[src/rtl/tmds_word_aligner.sv]
// TMDS lane word-boundary aligner: hunts for control-token runs by pulsing the
// de-serializer BITSLIP, declares lock, and restarts the hunt when tokens stop.
module tmds_word_aligner #(
  parameter int unsigned TOKEN_RUN      = 8,
  parameter int unsigned SEARCH_TIMEOUT = 4096,
  parameter int unsigned SETTLE_CYCLES  = 8,
  parameter int unsigned LOCK_TIMEOUT   = 65536,
  parameter int unsigned MAX_SLIPS      = 10
) (
  input  logic       i_pixclk,
  input  logic       i_rstn,
  input  logic [9:0] i_encoded_data,
  input  logic       i_realign,
  output logic       o_bitslip,
  output logic       o_aligned,
  output logic [3:0] o_slip_count,
  output logic       o_align_fail
);

  // Run counter must hold TOKEN_RUN itself because it saturates there.
  localparam int unsigned RW = $clog2(TOKEN_RUN + 1);
  localparam int unsigned TW = (SEARCH_TIMEOUT > 1) ? $clog2(SEARCH_TIMEOUT) : 1;
  localparam int unsigned SW = (SETTLE_CYCLES > 1) ? $clog2(SETTLE_CYCLES) : 1;
  localparam int unsigned LW = (LOCK_TIMEOUT > 1) ? $clog2(LOCK_TIMEOUT) : 1;

  localparam logic [RW-1:0] RUN_SAT     = RW'(TOKEN_RUN);
  localparam logic [RW-1:0] RUN_LAST    = RW'(TOKEN_RUN - 1);
  localparam logic [TW-1:0] SEARCH_LAST = TW'(SEARCH_TIMEOUT - 1);
  localparam logic [SW-1:0] SETTLE_LAST = SW'(SETTLE_CYCLES - 1);
  localparam logic [LW-1:0] LOCK_LAST   = LW'(LOCK_TIMEOUT - 1);
  localparam logic [3:0]    SLIP_LAST   = 4'(MAX_SLIPS - 1);

  typedef enum logic [1:0] {
    ST_SEARCH,
    ST_SLIP,
    ST_SETTLE,
    ST_LOCKED
  } state_t;

  state_t        state;
  logic [9:0]    prev_word;
  logic [RW-1:0] run_cnt;
  logic [TW-1:0] search_cnt;
  logic [SW-1:0] settle_cnt;
  logic [LW-1:0] lock_cnt;
  logic          realign_pend;

  logic is_tok, same_word, run_hit, realign_now, detect_on;

  always_comb begin
    is_tok      = (i_encoded_data == 10'h354) || (i_encoded_data == 10'h0AB) ||
                  (i_encoded_data == 10'h154) || (i_encoded_data == 10'h2AB);
    same_word   = (i_encoded_data == prev_word);
    detect_on   = (state == ST_SEARCH) || (state == ST_LOCKED);
    run_hit     = detect_on && is_tok && same_word && (run_cnt == RUN_LAST);
    // A realign seen during SLIP is remembered and acted on one cycle later.
    realign_now = (i_realign || realign_pend) && (state != ST_SLIP);
  end

  always_ff @(posedge i_pixclk or negedge i_rstn) begin
    if (!i_rstn) begin
      state        <= ST_SEARCH;
      prev_word    <= '0;
      run_cnt      <= '0;
      search_cnt   <= '0;
      settle_cnt   <= '0;
      lock_cnt     <= '0;
      realign_pend <= 1'b0;
      o_bitslip    <= 1'b0;
      o_aligned    <= 1'b0;
      o_slip_count <= '0;
      o_align_fail <= 1'b0;
    end else begin
      o_bitslip    <= 1'b0;
      o_align_fail <= 1'b0;
      realign_pend <= (state == ST_SLIP) && i_realign;

      if (!detect_on) begin
        prev_word <= '0;
        run_cnt   <= '0;
      end else begin
        prev_word <= i_encoded_data;
        if (!is_tok)
          run_cnt <= '0;
        else if (!same_word)
          run_cnt <= RW'(1);
        else if (run_cnt != RUN_SAT)
          run_cnt <= run_cnt + RW'(1);
      end

      if (realign_now) begin
        state        <= ST_SEARCH;
        prev_word    <= '0;
        run_cnt      <= '0;
        search_cnt   <= '0;
        settle_cnt   <= '0;
        lock_cnt     <= '0;
        o_aligned    <= 1'b0;
        o_slip_count <= '0;
      end else begin
        case (state)
          ST_SEARCH: begin
            if (run_hit) begin
              state      <= ST_LOCKED;
              o_aligned  <= 1'b1;
              search_cnt <= '0;
              lock_cnt   <= '0;
            end else if (search_cnt == SEARCH_LAST) begin
              state      <= ST_SLIP;
              search_cnt <= '0;
              o_bitslip  <= 1'b1;
              if (o_slip_count == SLIP_LAST) begin
                o_slip_count <= '0;
                o_align_fail <= 1'b1;
              end else begin
                o_slip_count <= o_slip_count + 4'd1;
              end
            end else begin
              search_cnt <= search_cnt + TW'(1);
            end
          end
          ST_SLIP: begin
            state      <= ST_SETTLE;
            settle_cnt <= '0;
          end
          ST_SETTLE: begin
            if (settle_cnt == SETTLE_LAST) begin
              state      <= ST_SEARCH;
              search_cnt <= '0;
              settle_cnt <= '0;
            end else begin
              settle_cnt <= settle_cnt + SW'(1);
            end
          end
          ST_LOCKED: begin
            if (run_hit) begin
              lock_cnt <= '0;
            end else if (lock_cnt == LOCK_LAST) begin
              state      <= ST_SEARCH;
              o_aligned  <= 1'b0;
              search_cnt <= '0;
              lock_cnt   <= '0;
            end else begin
              lock_cnt <= lock_cnt + LW'(1);
            end
          end
          default: state <= ST_SEARCH;
        endcase
      end
    end
  end

endmodule

[config.mk]
export PLATFORM = sky130hd
export DESIGN_NAME = tmds_word_aligner
export DESIGN_NICKNAME = d
export VERILOG_FILES = /design/src/rtl/tmds_word_aligner.sv
export SDC_FILE = /design/constraint.sdc
export NUM_CORES = 1
export LEC_CHECK = 0
export CORE_MARGIN = 3
export CORE_UTILIZATION = 64
export DETAILED_ROUTE_END_ITERATION = 10
export PLACE_DENSITY_LB_ADDON = 0.1
export REMOVE_ABC_BUFFERS = 1
export SKIP_LAST_GASP = 1
export SLEW_MARGIN = 40
export SYNTH_ARGS = -nofsm -noshare
export SYNTH_HDL_FRONTEND = slang
export SYNTH_SLANG_ARGS = --single-unit
[constraint.sdc]
create_clock -name i_pixclk -period 6.83 [get_ports i_pixclk]
set_input_delay 0.683 -clock i_pixclk [delete_from_list [all_inputs] [get_ports i_pixclk]]
set_output_delay 0.683 -clock i_pixclk [all_outputs]
set_load 0.05 [all_outputs]
==> impl_metrics.py <==
metrics = {
    "clocking": {
        "cts_tree": "yes",
        "holdBufCountCts": 0,
        "cts_setup_buffers": 0,
        "clock_path_buffers": 2,
        "cts_sinks": 55,
        "post_cts_resized": 0,
        "cts.reportedPaths.clkPinSlew_ps": 90,
        "cts_root_buf": "clkbuf_8",
        "cts_made_buffers": 5,
        "clk_latency_ps": 310,
        "htreeDepth": 2,
    },
    "critical_path": {
        "crit_fanout": 14,
        "rr_worst_depth": 6,
        "critPathMaxStageDelay_ps": 610,
        "rrSetupSlack_ps": 3890,
        "cp.required_ps": 7030,
        "r2r_start": "state[1]",
        "start_kind": "input port",
        "endpoint_kind": "flip-flop",
        "path_cells": "clkdlybuf4s50_1 -> xnor2_1 -> nand4_1 -> nor3_1 -> nand4_1 -> and2_1 -> a221o_1",
        "crit_path_frequent_cell": "nand4_1",
        "crit_type": "in2reg",
        "slowest_stage": "nand4_1",
        "arrival_ps": 3370,
        "rr_endpoint": "lock_cnt[11]",
    },
    "detailed_routing": {
        "first_pass_iters": 5,
        "remaining_drc_errors": 0,
        "postRouteAntennaNets": 0,
        "drt_iter0_markers": 166,
        "vias_per_cell": 6.19,
        "routed_wl_um": 6760,
        "wl_per_cell_um": 15.6,
        "num_vias": 2688,
    },
    "placed_design": {
        "place.port_buffers": 19,
        "place_ws_ps": 3370,
        "dp.final_hpwl_um": 4720,
        "place.gp.congestion": 0.809,
        "place_area_um2": 3550,
        "dp_cells": 427,
    },
    "synth": {
        "synth_edf_count": 0,
        "synth_cells": 351,
        "seq_area_frac_synth": 0.413,
        "netlist-cell-type-count": 64,
        "avgSynthCellArea_um2": 9.50,
        "ys_ff_latch": 55,
        "synth_area_um2": 3330,
        "ys.flop_type": "dfrtp_1",
        "async_flop_share": 1.00,
        "yosysWarnings": 0,
    },
    "floorplan": {
        "fp-row-count": 25,
        "start_util": 0.683,
        "core_um2": 4880,
        "dieHeight_um": 78.2,
        "ios": 20,
        "die_w_um": 78.2,
        "die_area_um2": 6110,
    },
    "timing": {
        "clock_skew_ps": 5.34,
        "holdWs_ps": 492,
        "max_freq_ghz": 0.316,
        "setup_tns_ps": 0,
        "setup_violations": 0,
        "relSlewSlack": 0.542,
        "worst_slew_pin_slew_ps": 686,
        "hold_viol": 0,
        "setup_ws_ps": 3660,
        "min_period_over_period": 0.464,
        "fin_crit_ps": 3170,
        "rsz0062_at_grt": "no",
        "slew_violations": 0,
    },
    "layout": {
        "drive_above_1_share": 0.0845,
        "final_common_cell": "dfrtp_1",
        "antenna-diode-count": 0,
        "finalNetCount": 394,
        "area_growth_pct": 9.53,
        "final_cell_area_um2": 3650,
        "layout_common_cells": "dfrtp_1 (55), nand2_1 (33), nand3_1 (27)",
        "fin_cells": 434,
    },
    "global_routing": {
        "overflow": 0,
        "grt_pass1_vias": 2612,
        "grt_util_all_layers": 0.242,
        "grt_pass1_wl_um": 11900,
        "grt_max_degree": 56,
        "antenna_found_initial": 0,
    },
    "power_and_ir_drop": {
        "power.switching_uw": 322,
        "powerDensity_nw_per_um2": 245,
        "p_seq_frac": 0.450,
        "ir_worst_vdd_v": 0.000160,
        "clkPwrFrac": 0.187,
        "switching_share": 0.359,
        "p_leak_uw": 0.00156,
        "internal_power_uw": 574,
        "comb_power_share": 0.362,
    },
    "min_path": {
        "hold_path.class": "in2async",
    },
    "status": {
        "outcome": "complete, no violations",
    },
    "flow_run": {
        "cap_violations": 0,
    },
}
-- how the worst max path moves through the flow --
stage               slack [ps]  depth (start not counted)            to               from
finish                    3660                          7  lock_cnt[11]  i_encoded_data[1]
detailed placement        3370                          7  lock_cnt[11]  i_encoded_data[1]
floorplan                 4230                          6      state[1]  i_encoded_data[8]
global route              3490                          7  lock_cnt[11]  i_encoded_data[1]
CTS                       3710                          7  lock_cnt[11]  i_encoded_data[1]
global placement          3460                          7   lock_cnt[8]  i_encoded_data[8]
-- Yosys cell counts, types with 3 or more instances --
cell | instances | share of area
nand2_1 | 33 | 0.037
a21o_1 | 3 | 0.0068
a22o_1 | 7 | 0.018
a22oi_1 | 7 | 0.016
a31oi_1 | 3 | 0.0056
mux2i_1 | 6 | 0.018
dfrtp_1 | 55 | 0.41
nor2_1 | 20 | 0.023
nand3b_1 | 4 | 0.0090
o21ai_1 | 8 | 0.012
and2_1 | 17 | 0.032
nand2b_1 | 3 | 0.0056
nand4_1 | 10 | 0.019
inv_1 | 12 | 0.014
nor3_1 | 11 | 0.017
a21oi_1 | 11 | 0.017
ha_1 | 13 | 0.049
o21ai_0 | 11 | 0.017
clkbuf_1 | 5 | 0.0056
and3_1 | 12 | 0.023
nand3_1 | 27 | 0.041
or3_1 | 4 | 0.0075
nor2b_1 | 7 | 0.013
xnor2_1 | 11 | 0.029
-- stage by stage --
| stage | total power, uW | util |
|---|---|---|
| 3_5_place_dp | 725 | 0.727 |
| 4_1_cts | 893 | 0.742 |
| 5_1_grt | 955 | 0.748 |
| 3_3_place_gp | 721 | 0.726 |
| 2_1_floorplan | 645 | - |
| 6_report | 896 | 0.748 |
-- power groups by stage --
| stage | clock network (uW) | registers [uW] | logic, uW |
|---|---|---|---|
| 5_1_grt | 185 | 409 | 361 |
| 4_1_cts | 172 | 403 | 318 |
| 2_1_floorplan | 0 | 402 | 243 |
| 3_5_place_dp | 0 | 409 | 316 |
| 3_3_place_gp | 0 | 409 | 312 |
| 6_report | 168 | 403 | 325 |
-- cell families after synthesis --
logic type / count (synthesis) / share of synthesized area
buffers and inverters: 24 / 0.0345
XOR/XNOR: 12 / 0.0315
multiplexers: 9 / 0.0282
AND/OR/NAND/NOR: 163 / 0.273
flip-flops: 55 / 0.413
AO/OA/AOI/OAI: 75 / 0.171
adder cells (fa/ha/maj): 13 / 0.0488
-- sequential cells by signal, summed over array words and instances (netlist names) --
name,flops
lock_cnt,16
search_cnt,12
prev_word,10
o_slip_count,4
run_cnt,4
settle_cnt,3
state,2
o_align_fail,1
o_aligned,1
o_bitslip,1
realign_pend,1
-- routing by layer --
layer / global-route usage / wire, um
met1: 0.329 / 3090
met2: 0.393 / 3280
met3: 0.0413 / 299
met4: 0.0804 / 94
met5: 0 / 0
-- worst max-delay path: cells and delay by family --
kind / cells / cell delay (ps)
xor+xnor: 1 / 140
simple gates: 4 / 1640
compound gates: 1 / 360
buf+inv: 1 / 550
-- cell type report --
type | count | area [um2]
fillers | 366 | 1230
flip-flops and latches | 55 | 1380
repair buffers | 21 | 200
inverters | 13 | 48.8
multi-input cells | 272 | 1870
well taps | 67 | 83.8
clock buffers | 6 | 72.6
(Power assumes the default switching activity.)
